<file path="src/rtl/branch_compare_pipe.sv">
// Two-stage branch comparator: S1 holds operands, S2 holds flags; 2-cycle latency.
// Valid/ready: a full S2 stalls on !Out_ready; In_ready falls only when both stages are full.
module branch_compare_pipe #(
  parameter int WIDTH = 32,
  parameter int TAG_W = 5,
  parameter int CNT_W = 16
) (
  input  logic             Clk,
  input  logic             Rst_n,
  input  logic             In_valid,
  output logic             In_ready,
  input  logic [WIDTH-1:0] Reg1,
  input  logic [WIDTH-1:0] Reg2,
  input  logic [2:0]       Op,
  input  logic [TAG_W-1:0] Tag,
  input  logic             Flush,
  output logic             Out_valid,
  input  logic             Out_ready,
  output logic [TAG_W-1:0] Out_tag,
  output logic             Taken,
  output logic             Eq,
  output logic             Lt,
  output logic             Gt,
  output logic             Zero,
  input  logic             Count_clr,
  output logic [CNT_W-1:0] Taken_count
);

  typedef enum logic [2:0] {
    OP_EQ  = 3'b000,
    OP_NE  = 3'b001,
    OP_LT  = 3'b010,
    OP_GE  = 3'b011,
    OP_LTU = 3'b100,
    OP_GEU = 3'b101,
    OP_GT  = 3'b110,
    OP_GTU = 3'b111
  } op_e;

  typedef struct packed {
    logic taken;
    logic eq;
    logic lt;
    logic gt;
    logic zero;
  } flags_t;

  localparam logic [CNT_W-1:0] CNT_MAX = {CNT_W{1'b1}};

  // Stage 1 state
  logic             s1_valid_q, s1_valid_d;
  logic [WIDTH-1:0] s1_reg1_q,  s1_reg1_d;
  logic [WIDTH-1:0] s1_reg2_q,  s1_reg2_d;
  op_e              s1_op_q,    s1_op_d;
  logic [TAG_W-1:0] s1_tag_q,   s1_tag_d;

  // Stage 2 state
  logic             s2_valid_q, s2_valid_d;
  logic [TAG_W-1:0] s2_tag_q,   s2_tag_d;
  flags_t           s2_flags_q, s2_flags_d;

  logic [CNT_W-1:0] cnt_q, cnt_d;

  logic             s1_adv, s2_adv;
  logic             in_hs, out_hs;
  logic             signed_cmp;
  logic [WIDTH-1:0] a_cmp, b_cmp;
  flags_t           s1_flags;

  always_comb begin
    s2_adv = !s2_valid_q || Out_ready;
    s1_adv = !s1_valid_q || s2_adv;
    in_hs  = In_valid && s1_adv;
    out_hs = s2_valid_q && Out_ready;
  end

  // Flipping the sign bit maps two's-complement order onto unsigned order,
  // so a single magnitude comparator serves both signednesses.
  always_comb begin
    signed_cmp = (s1_op_q == OP_LT) || (s1_op_q == OP_GE) || (s1_op_q == OP_GT);
    a_cmp      = s1_reg1_q ^ {signed_cmp, {(WIDTH-1){1'b0}}};
    b_cmp      = s1_reg2_q ^ {signed_cmp, {(WIDTH-1){1'b0}}};

    s1_flags       = '0;
    s1_flags.eq    = (s1_reg1_q == s1_reg2_q);
    s1_flags.lt    = (a_cmp < b_cmp);
    s1_flags.gt    = !s1_flags.eq && !s1_flags.lt;
    s1_flags.zero  = (s1_reg1_q == '0);

    unique case (s1_op_q)
      OP_EQ:          s1_flags.taken = s1_flags.eq;
      OP_NE:          s1_flags.taken = !s1_flags.eq;
      OP_LT, OP_LTU:  s1_flags.taken = s1_flags.lt;
      OP_GE, OP_GEU:  s1_flags.taken = !s1_flags.lt;
      OP_GT, OP_GTU:  s1_flags.taken = s1_flags.gt;
      default:        s1_flags.taken = 1'b0;
    endcase
  end

  always_comb begin
    s1_valid_d = s1_adv ? in_hs : s1_valid_q;
    s1_reg1_d  = s1_reg1_q;
    s1_reg2_d  = s1_reg2_q;
    s1_op_d    = s1_op_q;
    s1_tag_d   = s1_tag_q;
    if (in_hs) begin
      s1_reg1_d = Reg1;
      s1_reg2_d = Reg2;
      s1_op_d   = op_e'(Op);
      s1_tag_d  = Tag;
    end

    s2_valid_d = s2_adv ? s1_valid_q : s2_valid_q;
    s2_tag_d   = s2_tag_q;
    s2_flags_d = s2_flags_q;
    if (s2_adv && s1_valid_q) begin
      s2_tag_d   = s1_tag_q;
      s2_flags_d = s1_flags;
    end

    // A flush squashes occupancy only; the result handed off this cycle was seen and still counts.
    if (Flush) begin
      s1_valid_d = 1'b0;
      s2_valid_d = 1'b0;
    end

    cnt_d = cnt_q;
    if (Count_clr) begin
      cnt_d = '0;
    end else if (out_hs && s2_flags_q.taken && (cnt_q != CNT_MAX)) begin
      cnt_d = cnt_q + 1'b1;
    end
  end

  always_ff @(posedge Clk) begin
    if (!Rst_n) begin
      s1_valid_q <= 1'b0;
      s1_reg1_q  <= '0;
      s1_reg2_q  <= '0;
      s1_op_q    <= OP_EQ;
      s1_tag_q   <= '0;
      s2_valid_q <= 1'b0;
      s2_tag_q   <= '0;
      s2_flags_q <= '0;
      cnt_q      <= '0;
    end else begin
      s1_valid_q <= s1_valid_d;
      s1_reg1_q  <= s1_reg1_d;
      s1_reg2_q  <= s1_reg2_d;
      s1_op_q    <= s1_op_d;
      s1_tag_q   <= s1_tag_d;
      s2_valid_q <= s2_valid_d;
      s2_tag_q   <= s2_tag_d;
      s2_flags_q <= s2_flags_d;
      cnt_q      <= cnt_d;
    end
  end

  always_comb begin
    In_ready    = s1_adv;
    Out_valid   = s2_valid_q;
    Out_tag     = s2_tag_q;
    Taken       = s2_flags_q.taken;
    Eq          = s2_flags_q.eq;
    Lt          = s2_flags_q.lt;
    Gt          = s2_flags_q.gt;
    Zero        = s2_flags_q.zero;
    Taken_count = cnt_q;
  end

endmodule

</file>
<file path="config.mk">
export PLATFORM = sky130hd
export DESIGN_NAME = branch_compare_pipe
export DESIGN_NICKNAME = d
export VERILOG_FILES = /design/src/rtl/branch_compare_pipe.sv
export SDC_FILE = /design/constraint.sdc
export NUM_CORES = 1
export LEC_CHECK = 0
export ABC_AREA = 0
export BUFFER_PORTS_ARGS = -buffer_cell sky130_fd_sc_hd__clkbuf_2
export CAP_MARGIN = 20
export CORE_AREA = 2 2 88 111
export CTS_CLUSTER_SIZE = 40
export DETAILED_ROUTE_END_ITERATION = 16
export DIE_AREA = 0 0 90 113
export GPL_TIMING_DRIVEN = 0
export PLACE_DENSITY_LB_ADDON = 0.1
export SLEW_MARGIN = 20
export SYNTH_ARGS = -nofsm -noshare
export SYNTH_HDL_FRONTEND = slang
export SYNTH_SLANG_ARGS = --single-unit
</file>
<file path="constraint.sdc">
create_clock -name Clk -period 2.8 [get_ports Clk]
set_input_delay 0.28 -clock Clk [delete_from_list [all_inputs] [get_ports Clk]]
set_output_delay 0.28 -clock Clk [all_outputs]
set_load 0.005 [all_outputs]
</file>
* Yosys cells after proc, flatten, opt, wreduce, memory -nomap -nowiden
Index checks and enable logic that the tools add are counted.
Widths: inputs -> output; s select.
** Word-level totals
- Flip-flop bits (word level) :: 100
- Input port bits :: 78
- Output and inout port bits :: 28
- Word-level logic and storage cells :: 49
** Operators by class
- $add $sub $neg :: 1
- Order comparisons :: 1
- Eq/ne operators :: 9
- Muxes and demuxes :: 1
- Bitwise operators :: 3
- Reductions and logical operators :: 21
** Operators by type and width (count)
- $xor 32x32->32 :: 2
- $eq 32x32->1 :: 1
- $logic_not 32->1 :: 1
- $lt 32x32->1 :: 1
- $add 16x1->16 const B :: 1
- $ne 16x16->1 const B :: 1
- $eq 3x3->1 const B :: 4
- $reduce_or 2->1 :: 5
- $eq 3x2->1 const B :: 2
- $logic_and 1x1->1 :: 6
- $pmux 1 s5 :: 1
- $logic_not 1->1 :: 4
- $logic_or 1x1->1 :: 4
- $eq 3x1->1 const B :: 1
- $logic_not 3->1 :: 1
- $not 1->1 :: 1

* Logic depth before layout (Yosys ltp)
Gate-level depths: netlist of the first run.
- Depth after elaboration :: 8
- Gate-level depth with buffers :: 9
- Gate-level depth less buffers :: 9

* Worst setup path before layout of the first run
OpenSTA, ideal clock, no wires.
- Path type :: register -> register
- Start point :: register s1_reg2_q[19]
- End point :: register s2_flags_q, in the netlist Gt
- Setup time :: 118 ps
- Arrival time :: 1849 ps
- Data required time :: 2682 ps
- Setup slack :: 832 ps
- Stages on the path, launching flop included :: 10
- Buffers on the path :: 0
- Clock period less this slack :: 1968 ps
- Cells stage by stage :: dfxtp_1 -> inv_1 -> ha_1 -> a21oi_1 -> o21ai_0 -> a211oi_1 -> o21ai_2 -> or3_4 -> a22oi_1 -> nor2b_1
** On the way
- Cells in the longest elaborated chain, start to end :: 4
- Elaborated cells on any way between the ends :: 6
- Classes of those cells :: order compare (1); eq/ne (1); bitwise (1); reduce/logical (3)
** RTL lines
- start: declaration :: line 53 : logic [WIDTH-1:0] s1_reg2_q, s1_reg2_d;
- start signal: assignment :: line 149 : s1_reg2_q <= s1_reg2_d;
- $xor 32x32->32 :: line 82 : b_cmp = s1_reg2_q ^ {signed_cmp, {(WIDTH-1){1'b0}}};
- $lt 32x32->1 :: line 86 : s1_flags.lt = (a_cmp < b_cmp);
- $logic_not 1->1 :: line 87 : s1_flags.gt = !s1_flags.eq && !s1_flags.lt;
- $logic_and 1x1->1 * :: line 87
- end signal: assignment :: line 154 : s2_flags_q <= s2_flags_d;
- end: declaration :: line 60 : flags_t s2_flags_q, s2_flags_d;
Mark *: on every way between the ends. The rest lies on a longest branch, timed or not.
A chain may end at the register's enable or synchronous reset.

* Worst setup path after layout of the first run
- Start point :: register s1_reg2_q[25]
- End point :: register s2_flags_q, in the netlist Gt
Same word-level chain as after synthesis.

==> results.md, run 1 <==
- Outcome: finished clean
- Worst hold stages: 3
- Reg2reg end: Gt
- Routed metal-1 wirelength: 4869 um
- Static Leak: 2.498 nW
- Compound-Gate Fraction of Synth Area: 17.40%
- Critical path class: reg2reg
- Area growth syn-to-layout: 19.74%
- WL final: 11190 um
- Critical Path RT: just over 3 ns
- Yosys warning count: 0
- Post-layout util: 63.39%
- Layout Nets: around 800
- Uppermost layer routed: met4
- First-pass GRT wire length: 18740 um
- Initial DRC count: about 120
- Root Buffer: clkbuf_16
- Tot Pwr: 3.059 mW
- Num CTS Buffers: 9
- Grt ovf: 0
- Synth async-reset ratio: 0%
- Crit. End Element: flip-flop
- Post-Synth XOR/XNOR Area: 3.099%
- WL/cell: 13.51 um
- Total I/O pin count: roughly 110
- Post-synth EDFFs: 0
- Clk buf depth: 2
- Worst slew pin tran: roughly 0.63 ns
- Minimum clock period: 2.242 ns
- Worst setup SP type: flip-flop
- Post-synth top area cell: dfxtp_1
- Worst reg2reg path depth: 9
- Mapped Nets: 695
- Maximum clock rate: between 400 and 500 MHz
- Placer Congestion: 0.8198
- Unrepaired setup endpoints after global routing: false
- Clock slew at reported path FFs: 0.07 ns
- Via count: 4219
- Fin. Hold Viols: 0
- Pwr/cell area: 531.8 nW/um2
- Number of diodes: 0
- Register area share after synthesis: 41.67%
- Residual DRC count: 0
- Worst reg-to-reg setup slack: 0.56 ns
- Clk_lat worst skew: 0.35 ns
- Pre-antenna DRT Iters: 4
- CTS tree: built
- Starting Density: 52.94%
- DP Cell Count: 813
- Avg Vias per Cell: 5.095
- Vias in the first global route: 4088
- Core area: 9076 um2
- Area share of the largest cell type after synthesis: 41.67%
- Period utilisation layout: 80.08%
- Post-synthesis mux area share: 0.4167%
- Post-Syn Instances: 585
- Final setup TNS: 0 ns
- Largest net degree at the start of global routing: 16
- Metal2 WL: 5742 um
- Hold WS: 0.1588 ns
- Row count: 39
- Ys flop type: dfxtp_1
- Yosys reg bits: 100
- Cts hold-fix bufs: 0
- Clock Skews: 0.008004 ns
- Synth cell count leaders: nand2_1 (167), dfxtp_1 (100), a21boi_0 (81)
- Hold Startpoint: Reg1[3]
- Top-count cell post-synth: nand2_1
- Hold WC Path Type: in2reg
- Slew HR: 58.27%
- Arrival @ worst endpoint: 2.48 ns
- Worst r2r src: s1_reg2_q[25]
- Post-CTS sizing: 0
- Share of cells above drive strength 1: a little under a fifth
- WHS Endpoint: s1_reg1_q[3]
- Syn_area_per_cell: about 8.2 um2
- Synth unique cells: 44
- Largest family of logic cells by synthesized area: simple AND/OR/NAND/NOR gates
- Post-synthesis simple-gate area fraction: 24.04%
- Die H: 113 um
- Hpwl dp: 8691 um
- Post-DRT Antenna Nets: 0
- Max-cap violations: 0
- Synth top area cells: dfxtp_1 (42%), nand2_1 (13%), a21boi_0 (13%), ha_1 (8.3%), inv_1 (2.8%)
- Post-CTS setup buffer count: 0
- Final-report max-slew violation count: 0
- Synth Area in Adders: about 8.3%
- Synthesized area: 4805 um2
- Met3 WL: 405 um
- Clock Sinks: 100
- Post-route insts no fill: 828
- # H-tree levels: 3
- I/O Buffers: 105
- VDD IR max: 0.3153 mV
- Final setup viols: 0
- Initial antenna violation count: 0
- Crit-path max FO: 3
- Die ar.: just over 10000 um2
- Die X: 90 um
- GRT Overall Usage: a little under a quarter
==> through the flow <==
stage | area [um2] | setup slack [ns]
after floorplan | 4805 | 0.8322
after global placement | 5484 | 0.5548
after detailed placement | 5484 | 0.5367
after CTS | 5753 | 0.5267
after global routing | 5753 | 0.3360
final | 5753 | 0.5577
==> registers in the layout (all words and copies together), names as in the netlist <==
signal / flops
Out_valid: 1
Eq: 1
Taken: 1
Taken_count: 16
Out_tag: 5
s1_reg2_q: 32
Zero: 1
s1_tag_q: 5
s1_valid_q: 1
Lt: 1
s1_op_q: 3
s1_reg1_q: 32
Gt: 1
==> metal layers <==
| metal | GRT usage [%] | vias to the layer above |
|---|---|---|
| met5 | 0 | - |
| met4 | 6.872 | 0 |
| met3 | 4.394 | 14 |
| met2 | 42.06 | 93 |
| met1 | 26.62 | 1920 |
| li1 | - | 2192 |
==> final cells by class <==
class	count	area, um2
Fill cell	856	3323
Buffer	28	107.6
Tap cell	123	153.9
Multi-Input combinational cell	421	2560
Inverter	36	135.1
Clock buffer	11	242.7
Timing Repair Buffer	105	525.5
Clock inverter	4	26.28
Sequential cell	100	2002
==> report_power, final <==
group	leakage [nW]	switching, mW	internal [mW]
combinational	1.55	0.210	0.172
sequential	0.820	0.0453	1.48
clock	0.131	0.528	0.621
total	2.50	0.783	2.28
==> worst max path at each step <==
stage | start | end | slack, ns | cells past startpoint
finish | s1_reg2_q[25] | Gt | 0.56 | 9
detailed placement | s1_reg2_q[19] | Gt | 0.54 | 9
global placement | s1_reg2_q[25] | Gt | 0.55 | 9
floorplan | s1_reg2_q[19] | Gt | 0.83 | 9
global route | s1_reg2_q[19] | Lt | 0.34 | 9
CTS | s1_reg2_q[19] | Gt | 0.53 | 9
==> placed cells by master (no fill, tap or decap), types with 2 or more instances in the layout <==
cell type / n
nor3_1: 2
clkbuf_1: 26
clkbuf_2: 105
nor4_4: 2
clkbuf_16: 9
clkinv_2: 2
nand3_1: 10
ha_1: 32
nand4_1: 16
nor2_1: 27
nand2b_1: 3
a21boi_0: 81
buf_2: 2
inv_1: 36
mux2i_1: 2
nand2_1: 167
and2_1: 3
dfxtp_1: 100
and3_1: 3
xnor2_1: 5
nor4_1: 9
xor2_1: 12
a21oi_1: 14
a21o_1: 3
o21ai_0: 4
nor2b_1: 6
==> worst max-delay path: stages, from the launching register on <==
cell	delay (ns)
dfxtp_1	0.34
inv_1	0.05
ha_1	0.29
a21oi_1	0.14
o21ai_0	0.14
a211oi_1	0.43
o21ai_2	0.13
or3_4	0.41
a22oi_1	0.15
nor2b_1	0.07
==> cell families after synthesis <==
group | Yosys count
xor+xnor | 17
buf+inv | 64
flops | 100
simple gates | 255
fa+ha+maj | 32
mux | 2
compound gates | 115
Power figures use the tool's default switching activity.
==> run 2: changes to the inputs <==
--- a/config.mk
+++ b/config.mk
@@ -8,10 +8,10 @@
 export ABC_AREA = 0
 export BUFFER_PORTS_ARGS = -buffer_cell sky130_fd_sc_hd__clkbuf_2
 export CAP_MARGIN = 20
-export CORE_AREA = 2 2 88 111
+export CORE_AREA = 2 2 92 116
 export CTS_CLUSTER_SIZE = 40
 export DETAILED_ROUTE_END_ITERATION = 16
-export DIE_AREA = 0 0 90 113
+export DIE_AREA = 0 0 94 118
 export GPL_TIMING_DRIVEN = 0
 export PLACE_DENSITY_LB_ADDON = 0.1
 export SLEW_MARGIN = 20
==> constraint.sdc (replaced) <==
create_clock -name Clk -period 1.85 [get_ports Clk]
set_input_delay 0.185 -clock Clk [delete_from_list [all_inputs] [get_ports Clk]]
set_output_delay 0.185 -clock Clk [all_outputs]
set_load 0.005 [all_outputs]
==> run 2 against run 1 <==
Compared with the run above: the run now ends with setup timing left; maximum frequency grew 5.2%; final cell count grew 1.8%; routed wire length grew 4.2%; via count grew 2.0%; critical path type unchanged; total power grew 54%; die area grew 9.1%; largest power group unchanged; hold slack lost 0.094 ns; sequential power grew 52%; clock-buffer cell count is the same; critical path depth is the same; sequential share of layout area shrank 1.3 points.
==> results.md, run 2 (same netlist as run 1, synthesis figures left out) <==
- Period utilisation layout: 115.2% (+35 points)
- Metal2 WL: 5989 um (+4.3%)
- I/O Buffers: 105 (unchanged)
- Root Buffer: clkbuf_16
- Uppermost layer routed: met4
- Clk_lat worst skew: 0.34 ns (about the same)
- WL/cell: 13.83 um (+2.4%)
- Family with the most delay on the worst path: simple AND/OR/NAND/NOR gates
- Critical path class: reg2reg
- Outcome: finished, violations left
- Area growth syn-to-layout: 26.28%
- Slew HR: 63.84% (+5.6 points)
- Hpwl dp: 8874 um (+2.1%)
- Post-DRT Antenna Nets: 0 (unchanged)
- Avg Vias per Cell: 5.106 (+0.20%)
- Unrepaired setup endpoints after global routing: true
- Via count: 4304 (+2.0%)
- Worst reg2reg path depth: 9 (unchanged)
- Crit-path most repeated cell: nand4_1
- Starting Density: 48.03% (-4.9 points)
- Clk buf depth: 2 (unchanged)
- Num CTS Buffers: 9 (unchanged)
- Final setup TNS: -0.7652 ns (-0.7652 ns)
- Buf/Inv on CP: 2 (+1)
- Worst setup SP type: flip-flop
- Worst reg-to-reg setup slack: -0.28 ns (-0.84 ns)
- # fillers: 960 (+12%)
- VDD IR max: 0.3970 mV (+26%)
- Worst r2r src: s1_reg2_q[22]
- Worst hold stages: 3 (unchanged)
- Placer Congestion: 0.7755 (-5.4%)
- Core area: 10000 um2 (+10%)
- Clock slew at reported path FFs: 0.07 ns (about the same)
- Hold Startpoint: Reg2[19]
- Pre-antenna DRT Iters: 5 (+1)
- Highest-count cells in the layout ignoring fill and taps: nand2_1 (165), clkbuf_2 (118), a21boi_0 (80)
- Slowest-stage cell, CP: nor4_4
- GRT Overall Usage: 21.90% (-0.85 points)
- Critical Path RT: 2.11 ns (-0.93 ns)
- Worst slew pin tran: 0.5414 ns (-0.08465 ns)
- Minimum clock period: 2.131 ns (-0.1114 ns)
- Layout Nets: 821 (+1.2%)
- Total I/O pin count: 106 (unchanged)
- Largest net degree at the start of global routing: 15 (-1)
- Die X: 94 um (+4.4%)
- First-pass GRT wire length: 19740 um (+5.3%)
- Reg2reg end: Taken
- Maximum clock rate: 469.3 MHz (+5.2%)
- Vias in the first global route: 4306 (+5.3%)
- Crit path cell chain: inv_1 -> ha_4 -> nand4_1 -> buf_4 -> nor4_4 -> o311a_4 -> or3_4 -> nand4_1 -> a31oi_1
- WHS Endpoint: s1_reg2_q[19]
- # H-tree levels: 3 (unchanged)
- Met3 WL: 378 um (-6.7%)
- Row count: 41 (+5.1%)
- Arrival @ worst endpoint: 2.39 ns (-0.09 ns)
- Tot Pwr: 4.703 mW (+54%)
- Final-report max-slew violation count: 0 (unchanged)
- Grt ovf: 0 (unchanged)
- Die H: 118 um (+4.4%)
- Crit-path max FO: 3 (unchanged)
- Final setup margin: -0.2809 ns (-0.8386 ns)
- Post-layout util: 60.65% (-2.7 points)
- Crit. End Element: flip-flop
- Number of diodes: 0 (unchanged)
- Routed metal-1 wirelength: 5098 um (+4.7%)
- Static Leak: 2.604 nW (+4.3%)
- Failing checks: setup timing
- Initial DRC count: 118 (-2.5%)
- CTS tree: built
- Pwr/cell area: 775.2 nW/um2 (+46%)
- Final setup viols: 4 (+4)
- Max stage delay on crit path: 0.38 ns (-0.05 ns)
- WL final: 11660 um (+4.2%)
- Clock Sinks: 100 (unchanged)
- Commonest non-fill, non-tap cell in the layout: nand2_1
- Fin. Hold Viols: 0 (unchanged)
- Fin area: 6067 um2 (+5.5%)
- Clock Skews: 0.004722 ns (-0.003281 ns)
- Share of cells above drive strength 1: 28.71% (+10 points)
- Placed cell areas: 5498 um2 (+0.25%)
- Die ar.: 11090 um2 (+9.1%)
- Residual DRC count: 0 (unchanged)
- Hold WC Path Type: in2reg
- Max-cap violations: 0 (unchanged)
- Initial antenna violation count: 0 (unchanged)
==> run 2: worst max-delay path by stage <==
stage,from,end,slack (ns),depth (start not counted)
after floorplan,s1_reg2_q[1],Gt,-0.08,9
after global placement,s1_reg2_q[21],Taken,-0.29,8
after detailed placement,s1_reg2_q[23],Taken,-0.33,8
after CTS,s1_reg2_q[19],Taken,-0.25,9
after global routing,s1_reg2_q[20],Taken,-0.40,9
final,s1_reg2_q[22],Taken,-0.28,9
==> run 2: routing by layer <==
metal	vias to the layer above	track usage [%]
met5	-	0
met4	0	7.156
met3	16	3.329
met2	80	39.15
met1	1996	26.38
li1	2212	-
==> run 2: power by group <==
part	switching [mW]	leakage, nW	total (mW)	internal (mW)
clock	0.778	0.131	1.71	0.928
sequential	0.0748	0.829	2.32	2.25
combinational	0.352	1.64	0.674	0.322
==> run 2: worst register-to-register path, cell delays in order (launching register included) <==
cell and delay [ns]:
dfxtp_2 0.32, inv_1 0.06, ha_4 0.27, nand4_1 0.15, buf_4 0.19, nor4_4 0.38, o311a_4 0.27, or3_4 0.13
nand4_1 0.08, a31oi_1 0.19
==> run 2: cell type report <==
type | count | area, um2 | share of cell area, %
well taps | 129 | 161.4 | 2.660
clock inverters | 3 | 15.01 | 0.2475
flip-flops and latches | 100 | 2029 | 33.45
inverters | 36 | 135.1 | 2.227
plain buffers | 27 | 120.1 | 1.980
multi-input cells | 421 | 2751 | 45.35
repair buffers | 116 | 611.8 | 10.08
clock buffers | 11 | 242.7 | 4.001
==> run 2: stage by stage <==
step | std cells | setup slack (ns) | hold WS [ns]
floorplan | 585 | -0.08482 | 0.3024
global placement | 819 | -0.2915 | 0.4148
detailed placement | 819 | -0.3337 | 0.4295
CTS | 840 | -0.2544 | 0.06464
global route | 843 | -0.3996 | 0.07572
finish | 843 | -0.2809 | 0.06435
==> run 2: what timing repair did <==
item                                    CTS  global route
gates resized for setup                  33            46
hold buffers                              0             0
setup buffers                             8             3
endpoints found under the setup margin   76            70
pin swaps                                17            16
==> run 3: changes to the inputs <==
--- a/config.mk
+++ b/config.mk
@@ -14,6 +14,7 @@
 export DIE_AREA = 0 0 94 118
 export GPL_TIMING_DRIVEN = 0
 export PLACE_DENSITY_LB_ADDON = 0.1
+export RECOVER_POWER = 100
 export SLEW_MARGIN = 20
 export SYNTH_ARGS = -nofsm -noshare
 export SYNTH_HDL_FRONTEND = slang
==> run 3 against run 2 <==
Compared with the run above: global-route usage is the same; clock power about the same; sequential power barely moved; worst setup slack got worse by 0.0023 ns; utilization is 0.30 points lower; sequential share of layout area is essentially flat; largest cell class unchanged; the run still ends with setup timing left; non-clock buffer count is the same; total power is 0.13% higher.
==> results.md, run 3 (same netlist as run 1, synthesis figures left out) <==
- Unrepaired setup endpoints after global routing: true
- DP Cell Count: 819 (unchanged)
- Area growth syn-to-layout: 25.65%
- Core area: 10000 um2 (unchanged)
- CTS tree: built
- Clk buf depth: 2 (unchanged)
- Sequential power share: 49.3% (about the same)
- Minimum clock period: 2.133 ns (+0.002314 ns)
- Final setup margin: -0.2833 ns (-0.002314 ns)
- Placer Congestion: 0.7755 (unchanged)
- Worst slew pin tran: 0.5412 ns (-0.0001047 ns)
- Residual DRC count: 0 (unchanged)
- Initial DRC count: 111 (-5.9%)
- I/O Buffers: 105 (unchanged)
- First-pass GRT wire length: 19740 um (unchanged)
- Clk_lat worst skew: 0.34 ns (about the same)
- Slew HR: 63.92% (+0.081 points)
- Clock Power Share: 36.4% (about the same)
- Share of cells above drive strength 1: 26.47% (-2.2 points)
- Final setup viols: 5 (+1)
- Fin. Hold Viols: 0 (unchanged)
- Max stage delay on crit path: 0.38 ns (about the same)
- Layout Nets: 821 (unchanged)
- Largest net degree at the start of global routing: 15 (unchanged)
- Via count: 4340 (+0.84%)
- Starting Density: 48.03% (unchanged)
- Clock Sinks: 100 (unchanged)
- Highest-count cells in the layout ignoring fill and taps: nand2_1 (165), clkbuf_2 (112), dfxtp_1 (85)
- Maximum clock rate: 468.8 MHz (-0.11%)
- Commonest non-fill, non-tap cell in the layout: nand2_1
- Worst reg2reg path depth: 9 (unchanged)
- Crit-path max FO: 3 (unchanged)
- Static Leak: 2.560 nW (-1.7%)
- Clock Skews: 0.004478 ns (-0.0002446 ns)
- Row count: 41 (unchanged)
- Worst reg-to-reg setup slack: -0.28 ns (about the same)
- Die ar.: 11090 um2 (unchanged)
- Crit path cell chain: inv_1 -> ha_4 -> nand4_1 -> buf_4 -> nor4_4 -> o311a_4 -> or3_4 -> nand4_1 -> a31oi_1
- # fillers: 968 (+0.83%)
- Switching power share of the total: 25.73% (+0.11 points)
- WL/cell: 13.86 um (+0.24%)
- Initial antenna violation count: 0 (unchanged)
- Worst hold stages: 3 (unchanged)
- Critical Path RT: 2.11 ns (about the same)
- WL final: 11690 um (+0.24%)
- Worst r2r src: s1_reg2_q[22]
- Post-layout util: 60.35% (-0.30 points)
- Die X: 94 um (unchanged)
- Failing checks: setup timing
- Arrival @ worst endpoint: 2.39 ns (about the same)
- Worst setup SP type: flip-flop
- Reg2reg end: Taken
- Pre-antenna DRT Iters: 4 (-1)
- Post-DRT Antenna Nets: 0 (unchanged)
- Total net switching power: 1.212 mW (+0.55%)
- Crit. End Element: flip-flop
- Crit-path most repeated cell: nand4_1
- Cts hold-fix bufs: 0 (unchanged)
- Number of diodes: 0 (unchanged)
- Hold Startpoint: Reg2[19]
- Period utilisation layout: 115.3% (+0.13 points)
- Grt ovf: 0 (unchanged)
- Comb pwr share: 14.3% (about the same)
- Critical path class: reg2reg
- Register Area: 2021 um2 (-0.43%)
- Total I/O pin count: 106 (unchanged)
- Pint: 3.498 mW (about the same)
- VDD IR max: 0.3966 mV (-0.12%)
- Outcome: finished, violations left
- Hold WC Path Type: in2reg
- Final-report max-slew violation count: 0 (unchanged)
- Post-route insts no fill: 843 (unchanged)
- Avg Vias per Cell: 5.148 (+0.84%)
- # H-tree levels: 3 (unchanged)
- Tot Pwr: 4.709 mW (+0.13%)
- Max-cap violations: 0 (unchanged)
- Num CTS Buffers: 9 (unchanged)
- Pwr/cell area: 780.1 nW/um2 (+0.63%)
- Clock slew at reported path FFs: 0.07 ns (about the same)
- WHS Endpoint: s1_reg2_q[19]
- GRT Overall Usage: 21.90% (unchanged)
- Slowest-stage cell, CP: nor4_4
- Vias in the first global route: 4306 (unchanged)
- Root Buffer: clkbuf_16
- Die H: 118 um (unchanged)
- Multi-input gate area: 2739 um2 (-0.45%)
- Hpwl dp: 8874 um (unchanged)
-- run 3: worst max-delay path: cells and delay by family (launching register included) --
family	cells	cell delay, ns
compound gates	2	0.46
buf+inv	2	0.25
fa+ha+maj	1	0.27
simple gates	4	0.74
flops	1	0.32
-- run 3: stage by stage --
| stage | TNS, ns | hold slack [ns] | setup WS, ns | instance area, um2 |
|---|---|---|---|---|
| after floorplan | -0.1555 | 0.3024 | -0.08482 | 4811 |
| after global placement | -6.257 | 0.4148 | -0.2915 | 5498 |
| after detailed placement | -7.676 | 0.4295 | -0.3337 | 5498 |
| after CTS | -0.7538 | 0.06464 | -0.2544 | 5943 |
| after global routing | -4.098 | 0.07572 | -0.3996 | 6037 |
| final | -0.7777 | 0.06406 | -0.2833 | 6037 |
-- run 3: metal layers --
layer	track usage [%]	vias up	share of wire, %
met4	7.156	0	1.8
li1	-	2212	-
met3	3.329	18	3.4
met5	0	-	0
met1	26.38	2022	43
met2	39.15	88	51
-- run 3: power by group through the flow --
stage	Combinational, mW	Clock (mW)	Sequential, mW
detailed placement	0.584	0	2.36
global placement	0.564	0	2.36
finish	0.672	1.71	2.32
CTS	0.642	1.73	2.32
floorplan	0.384	0	2.34
global route	0.765	1.82	2.33
-- run 3: cell type report --
type	instances	area share (%)
clock inverter	3	0.2487
multi-input combinational	421	45.37
tap	129	2.674
sequential	100	33.47
inverter	36	2.238
buffer	27	1.990
clock buffer	11	4.021
timing repair buffer	116	9.990
-- run 3: timing repair --
item                       4_1_cts  5_1_grt
setup endpoints to repair       76       70
setup buffers                    8        3
pin swaps                       17       16
gates resized for setup         33       46
-- run 3: worst max path at each step --
stage	start	to	slack, ns	cells past startpoint
global placement	s1_reg2_q[21]	Taken	-0.29	8
CTS	s1_reg2_q[19]	Taken	-0.25	9
global route	s1_reg2_q[20]	Taken	-0.40	9
finish	s1_reg2_q[22]	Taken	-0.28	9
floorplan	s1_reg2_q[1]	Gt	-0.08	9
detailed placement	s1_reg2_q[23]	Taken	-0.33	8
